==> src/rtl/mem_access_unit.sv <==
// Load/store sequencer: turns SB/SH into read-modify-write word accesses and aligns/extends loads.
// Optional misaligned-access trap enabled by defining MISALIGN_TRAP_EN.
module mem_access_unit #(
  parameter int unsigned DM_ADDRESS = 9,
  parameter int unsigned DATA_W     = 32
) (
  input  logic                  clk,
  input  logic                  rst_n,
  input  logic                  req_valid,
  output logic                  req_ready,
  input  logic                  MemRead,
  input  logic                  MemWrite,
  input  logic [2:0]            Funct3,
  input  logic [DM_ADDRESS-1:0] addr,
  input  logic [DATA_W-1:0]     wd,
  output logic                  stall,
  output logic [DATA_W-1:0]     ld_data,
  output logic                  ld_valid,
  output logic                  misalign,
  output logic [DM_ADDRESS-1:0] mem_a,
  output logic                  mem_re,
  output logic                  mem_we,
  output logic [DATA_W-1:0]     mem_wd,
  input  logic [DATA_W-1:0]     mem_rd
);

  typedef enum logic [2:0] {IDLE, RD, LD_OUT, RMW_RD, RMW_WR, ST_WR, MIS} state_t;

  state_t                state_q, state_d;
  logic [DM_ADDRESS-1:0] addr_q;
  logic [2:0]            f3_q;
  logic [DATA_W-1:0]     wd_q;
  logic [DATA_W-1:0]     ld_data_q, ld_data_d;

  logic       accept;
  logic       byte_op, half_op, mis_det;
  logic [1:0] o;
  logic [7:0] lane_b;
  logic [15:0] lane_h;
  logic [DATA_W-1:0] ext, merged;

  assign accept    = req_valid & (state_q == IDLE);
  assign req_ready = (state_q == IDLE);
  assign stall     = req_valid & ((state_q != IDLE) | MemRead | MemWrite);
  assign mem_a     = {addr_q[DM_ADDRESS-1:2], 2'b00};
  assign o         = addr_q[1:0];

  // Store Funct3 1xx is treated as SW, so the byte/half decode only applies to stores with bit 2 clear.
  assign byte_op = (Funct3[1:0] == 2'b00) & (MemRead | ~Funct3[2]);
  assign half_op = (Funct3[1:0] == 2'b01) & (MemRead | ~Funct3[2]);

`ifdef MISALIGN_TRAP_EN
  assign mis_det = (half_op & addr[0]) | (~byte_op & ~half_op & (addr[1:0] != 2'b00));
`else
  assign mis_det = 1'b0;
`endif

  always_comb begin
    lane_b = mem_rd[{o, 3'b000} +: 8];
    lane_h = o[1] ? mem_rd[31:16] : mem_rd[15:0];
    case (f3_q)
      3'b000:  ext = {{(DATA_W-8){lane_b[7]}}, lane_b};
      3'b100:  ext = {{(DATA_W-8){1'b0}}, lane_b};
      3'b001:  ext = {{(DATA_W-16){lane_h[15]}}, lane_h};
      3'b101:  ext = {{(DATA_W-16){1'b0}}, lane_h};
      default: ext = mem_rd;
    endcase
    merged = mem_rd;
    if (!f3_q[0])  merged[{o, 3'b000} +: 8] = wd_q[7:0];
    else if (o[1]) merged[31:16] = wd_q[15:0];
    else           merged[15:0]  = wd_q[15:0];
  end

  always_comb begin
    state_d   = state_q;
    ld_data_d = ld_data_q;
    ld_data   = ld_data_q;
    ld_valid  = 1'b0;
    misalign  = 1'b0;
    mem_re    = 1'b0;
    mem_we    = 1'b0;
    mem_wd    = '0;
    case (state_q)
      IDLE: begin
        if (accept) begin
          if (MemRead)       state_d = mis_det ? MIS : RD;
          else if (MemWrite) state_d = mis_det ? MIS : ((byte_op | half_op) ? RMW_RD : ST_WR);
        end
      end
      RD: begin
        mem_re  = 1'b1;
        state_d = LD_OUT;
      end
      // Result is visible combinationally in this cycle and held in ld_data_q afterwards.
      LD_OUT: begin
        ld_valid  = 1'b1;
        ld_data   = ext;
        ld_data_d = ext;
        state_d   = IDLE;
      end
      RMW_RD: begin
        mem_re  = 1'b1;
        state_d = RMW_WR;
      end
      RMW_WR: begin
        mem_we  = 1'b1;
        mem_wd  = merged;
        state_d = IDLE;
      end
      ST_WR: begin
        mem_we  = 1'b1;
        mem_wd  = wd_q;
        state_d = IDLE;
      end
      MIS: begin
        misalign = 1'b1;
        state_d  = IDLE;
      end
      default: state_d = IDLE;
    endcase
  end

  always_ff @(posedge clk or negedge rst_n) begin
    if (!rst_n) begin
      state_q   <= IDLE;
      addr_q    <= '0;
      f3_q      <= '0;
      wd_q      <= '0;
      ld_data_q <= '0;
    end else begin
      state_q   <= state_d;
      ld_data_q <= ld_data_d;
      if (accept) begin
        addr_q <= addr;
        f3_q   <= Funct3;
        wd_q   <= wd;
      end
    end
  end

endmodule

==> config.mk <==
export PLATFORM = sky130hd
export DESIGN_NAME = mem_access_unit
export DESIGN_NICKNAME = d
export VERILOG_FILES = /design/src/rtl/mem_access_unit.sv
export SDC_FILE = /design/constraint.sdc
export NUM_CORES = 1
export LEC_CHECK = 0
export BUFFER_PORTS_ARGS = -buffer_cell sky130_fd_sc_hd__buf_4
export CORE_MARGIN = 2
export CORE_UTILIZATION = 30
export DETAILED_ROUTE_END_ITERATION = 12
export PLACE_DENSITY = 0.57
export SYNTH_ARGS = -nofsm -noshare
export SYNTH_HDL_FRONTEND = slang
export SYNTH_SLANG_ARGS = --single-unit
==> constraint.sdc <==
create_clock -name clk -period 4.45 [get_ports clk]
set_input_delay 0.89 -clock clk [delete_from_list [all_inputs] [get_ports clk]]
set_output_delay 0.89 -clock clk [all_outputs]
set_load 0.02 [all_outputs]
Yosys cells after proc, flatten, opt, wreduce, memory -nomap -nowiden:

Index checks and enable logic that the tools add are counted.
W data, S select, Z words.

* register bits after elaboration: 79
* output and inout port bits: 79

* mux-type cells: 17
* reduce and logical (&&, ||, !) cells: 7
* equality and inequality tests: 12
* shift operators: 3
* bitwise gates (word level): 9
* add/sub/neg operators: 1

Operators by type and width (count)
* $pmux W32 S4: 1
* $mux W32: 2
* $pmux W32 S2: 1
* $mux W16: 3
* $bwmux W32: 1
* $shift A8 B7 Y32 const A: 1
* $shiftx A32 B6 Y8: 1
* $shiftx A8 B7 Y32: 1
* $eq A3 B3 Y1 const B: 5
* $mux W3: 4
* $pmux W3 S3: 1
* $neg A5 Y7: 1
* $eq A3 B1 Y1 const B: 2
* $eq A3 B2 Y1 const B: 2
* $logic_not A3 Y1: 2
* $and A1 B1 Y1: 4
* $mux W1: 4
* $or A1 B1 Y1: 4
* $reduce_or A2 Y1: 2
* $ne A3 B1 Y1 const B: 1
* $reduce_bool A3 Y1: 1
* $eq A2 B1 Y1 const B: 1
* $logic_not A2 Y1: 1
* $ne A2 B1 Y1 const B: 1
* other kinds (2): 2

Depth between registers and ports, before layout:

* word-level depth: 9
* mapped depth: 7
* depth with buffers taken out: 6

Worst setup path before layout:

Ideal clock, no wire load.

* path kind: register -> output
* start point: register addr_q[0]
* end point: output mem_wd[19]
* cell stages (with the launch flop): 8
* path buffers: 1
* arrival time: 2235 ps
* setup slack: 1325 ps
* cells stage by stage: dfrtp_1 > buf_4 > inv_1 > ha_1 > clkinv_1 > nor4b_2 > mux2i_1 > o21ai_0

* word-level cells in the longest chain between the ends: 5
* elaborated cells between the ends (all ways): 6
* those cells by class: 1 x add/sub; 2 x shift; 3 x mux

Ends and longest elaborated chain
* start: declaration: line 30 `logic [DM_ADDRESS-1:0] addr_q;`
* start signal: assignment: line 134 `addr_q <= addr;`
* $neg A5 Y7 (*): line 69 `if (!f3_q[0]) merged[{o, 3'b000} +: 8] = wd_q[7:0];`
* $shiftx A8 B7 Y32 or $shift A8 B7 Y32 (tied branches): line 69
* $bwmux W32 (*): line 69
* $mux W32 (*): line 69
* $pmux W32 S2 (*): line 83 `case (state_q)`
* end: declaration: line 23 `output logic [DATA_W-1:0] mem_wd,`

Every way passes the cells marked *; elsewhere a longest branch is shown, timed or not.

Worst setup path after layout:

* start point: register state_q[1]
* end point: output ld_data[21]

* word-level cells in the longest chain between the ends: 2

Ends and longest elaborated chain
* start: declaration: line 29 `state_t state_q, state_d;`
* start signal: assignment: line 131 `state_q <= state_d;`
* $eq A3 B2 Y1: line 83
* $mux W32
* end: declaration: line 17 `output logic [DATA_W-1:0] ld_data,`

No other way between the ends.

==> results.py <==
metrics = {
    "outcome": {
        "status": "finished clean",
    },
    "synthesis": {
        "synth_flop_cell": "dfrtp_1",
        "yosysUniqueCellTypes": 55,
        "syn_area_sq_um": 4811,
        "syn-instance-count": 470,
        "async_reset_ff_share_pct": 100.0,
        "synth_area_per_cell_sq_um": 10.24,
        "yosysWarnings": 0,
        "synth_edf_count": 0,
        "ys_seq_area_share_pct": 41.09,
        "ys_seq_elements": 79,
    },
    "floorplanning": {
        "core_sq_um": 15770,
        "fp.dieW_um": 130.6,
        "fp.dieH_um": 130.6,
        "die-area_sq_um": 17070,
        "boundaryPins": 160,
        "num_rows": 46,
        "start_util_pct": 30.51,
    },
    "setup_path": {
        "slowest_stage": "or3b_4",
        "reg2reg_depth": 4,
        "crit_family": "simple AND/OR/NAND/NOR gates",
        "endpoint_kind": "primary output",
        "timing.rr.start": "state_q[1]$_DFFE_PN0P_",
        "slowest_delay_ps": 630,
        "worstPathCellList": "or3b_4 > inv_2 > o2111ai_2 > nand3_1 > buf_4",
        "cp.required_ps": 3560,
        "r2r-end": "ld_data_q[21]$_DFF_PN0_",
        "setup.worst_path.start": "state_q[1]$_DFFE_PN0P_",
        "critPathLaunchType": "register",
        "r2r_slack_ps": 1850,
        "cp_max_fo": 40,
        "arrival_ps": 3030,
        "worst-path-buf-inv": 2,
        "crit_type": "reg2out",
    },
    "sta": {
        "layout_min_cycle_time_ps": 3916,
        "rsz0062_at_grt": "no",
        "finalSetupTns_ps": 0,
        "drv_slew": 0,
        "post-route-period-util_pct": 88.01,
        "setup_ws_ps": 533.7,
        "fin_skew_ps": 10.44,
        "tightest_slew_ps": 1090,
        "fmax_mhz": 255.3,
        "relSlewSlack_pct": 27.33,
        "setup_viol": 0,
        "hold_viol_final": 0,
    },
    "power": {
        "pwr-share-clk_pct": 19.5,
        "power_frac_comb_pct": 47.8,
        "swShare_pct": 41.57,
        "p_int_mw": 2.183,
        "sequentialPowerShare_pct": 32.7,
        "power_switching_mw": 1.553,
        "powerDensity_nw_per_um2": 594.4,
        "p_leak_nw": 2.863,
        "ir_worst_vdd_v": 0.0002478,
    },
    "clock_tree": {
        "path_clk_slew_ps": 60,
        "post_cts_resized": 0,
        "post_cts_buffers": 0,
        "clk_latency_ps": 340,
        "ctsHoldBuffers": 0,
        "cts_tree": "built",
        "cts_inserted_buffers": 9,
        "cts_sinks": 79,
        "htreeDepth": 3,
        "cts_root_buffer": "clkbuf_16",
        "cts_buffer_depth": 2,
    },
    "min_path": {
        "hold_path.class": "reg2reg",
        "hold_path_end": "ld_data_q[30]$_DFF_PN0_",
        "min_path_cells": 2,
        "holdCritStartpoint": "ld_data_q[30]$_DFF_PN0_",
    },
    "route": {
        "dr.pass1.iters": 4,
        "num_vias": 4311,
        "drt_wl_total_um": 16810,
        "drt-initial-drc-count": 259,
        "viasPerCell": 5.270,
        "wl_per_cell_um": 20.55,
        "ant_nets": 0,
        "drc": 0,
    },
    "placed_design": {
        "place.gp.congestion": 0.8537,
        "place_ws_ps": 920.5,
        "dp_hpwl_um": 12620,
        "port_buffers": 157,
    },
    "global_routing": {
        "antenna_found_initial": 0,
        "grt_max_degree": 56,
        "grt.overflow.total": 0,
        "grt_pass1_vias": 4259,
        "grt_pass1_wl_um": 24830,
        "track_usage_pct": 19.54,
    },
    "finish": {
        "n_fill_cell": 1618,
        "antenna_cells": 0,
        "fin_nets": 684,
        "drive_above_1_share_pct": 37.54,
        "area_delta_synth_final_pct": 30.66,
    },
    "job": {
        "max_cap_violations": 0,
    },
}
==> worst min-delay path, stage by stage (launching register included) <==
cell	delay, ps
dfrtp_1	320
nand2_1	40
nand3_1	80
==> per-layer routing <==
metal	wire length [um]	global-route usage, %	part of all wire (%)	vias to the layer above
met5	0	0	0	-
met4	146	4.506	0.87	0
met3	1211	4.805	7.2	12
met2	8036	31.80	48	183
met1	7416	26.39	44	2095
li1	-	-	-	2021
==> logic make-up after synthesis <==
kind of cell	count (synthesis)	synth area share [%]
adders and majority gates	5	1.300
buffers and inverters	56	6.970
and+or+nand+nor	124	13.73
muxes	75	16.67
AOI/OAI and AO/OA	130	20.16
other	1	0.07795
DFF	79	41.09
==> placed cells by master, fill, tap and decap left out, drive strengths merged, types with 7 or more instances in the layout <==
cell type    n
nand3       39
mux2        41
nor2         9
buf        162
clkbuf      11
inv          8
a221o       21
mux2i       34
dfrtp       79
a22o        30
nand2       39
or3          7
o21ai       25
a21oi       29
==> flip-flops by register name, indices dropped and copies added, names as in the netlist <==
name,cells
wd_q,32
addr_q,9
f3_q,3
state_q,3
ld_data_q,32
==> power by group through the flow <==
stage | sequential [mW] | combinational, mW | clock [mW]
2_1_floorplan | 1.12 | 1.26 | 0
3_3_place_gp | 1.22 | 1.77 | 0
3_5_place_dp | 1.24 | 1.79 | 0
4_1_cts | 1.22 | 1.79 | 0.746
5_1_grt | 1.26 | 1.93 | 0.774
6_report | 1.22 | 1.78 | 0.730
==> layout make-up <==
| class | count | area [sq um] | area share (%) |
|---|---|---|---|
| multi-input cells | 336 | 2504 | 39.83 |
| clock inverters | 4 | 47.55 | 0.7564 |
| well taps | 216 | 270.3 | 4.299 |
| repair buffers | 162 | 1216 | 19.35 |
| flip-flops and latches | 79 | 1978 | 31.47 |
| inverters | 10 | 37.54 | 0.5971 |
| clock buffers | 11 | 232.7 | 3.702 |
==> worst max-delay path by stage <==
stage          cells past startpoint  slack [ps]           to
5_1_grt                            5         280  ld_data[18]
4_1_cts                            5         540  ld_data[18]
6_report                           5         530  ld_data[21]
3_3_place_gp                       5         960  ld_data[18]
3_5_place_dp                       5         920  ld_data[18]
2_1_floorplan                      7        1320   mem_wd[19]
==> Yosys cell counts (4+ instances only) <==
cell type  count  share of area, %
mux2_1         5               1.2
a221o_1       21               4.4
a22o_1        30               5.5
nor2_1         8              0.62
nand3_1       39               4.1
nor3_1         4              0.42
or3_1          7              0.91
a311oi_1       4              0.73
clkbuf_1      13               1.0
nand2b_1       4              0.52
buf_6          8               1.9
a21oi_1       29               3.0
buf_2         10               1.0
inv_1          7              0.55
o221ai_1       4              0.73
mux2i_1       34               7.1
o21ai_0       16               1.7
buf_4         14               2.2
nand2_1       39               3.0
dfrtp_1       79                41
ha_1           5               1.3
o21ai_1        8              0.83
nor2b_1        5              0.65
mux2_2        36               8.4
==> per-stage QoR <==
step / power [mW] / hold slack, ps / cell area, sq um / util, % / cells
floorplan: 2.385 / 458.5 / 4815 / - / 471
global placement: 2.991 / 462.7 / 6006 / 38.08 / 803
detailed placement: 3.023 / 474.4 / 6006 / 38.08 / 803
CTS: 3.761 / 487.6 / 6286 / 39.86 / 818
global route: 3.961 / 511.3 / 6286 / 39.86 / 818
finish: 3.736 / 485.4 / 6286 / 39.86 / 818
(Power assumes the default switching activity.)
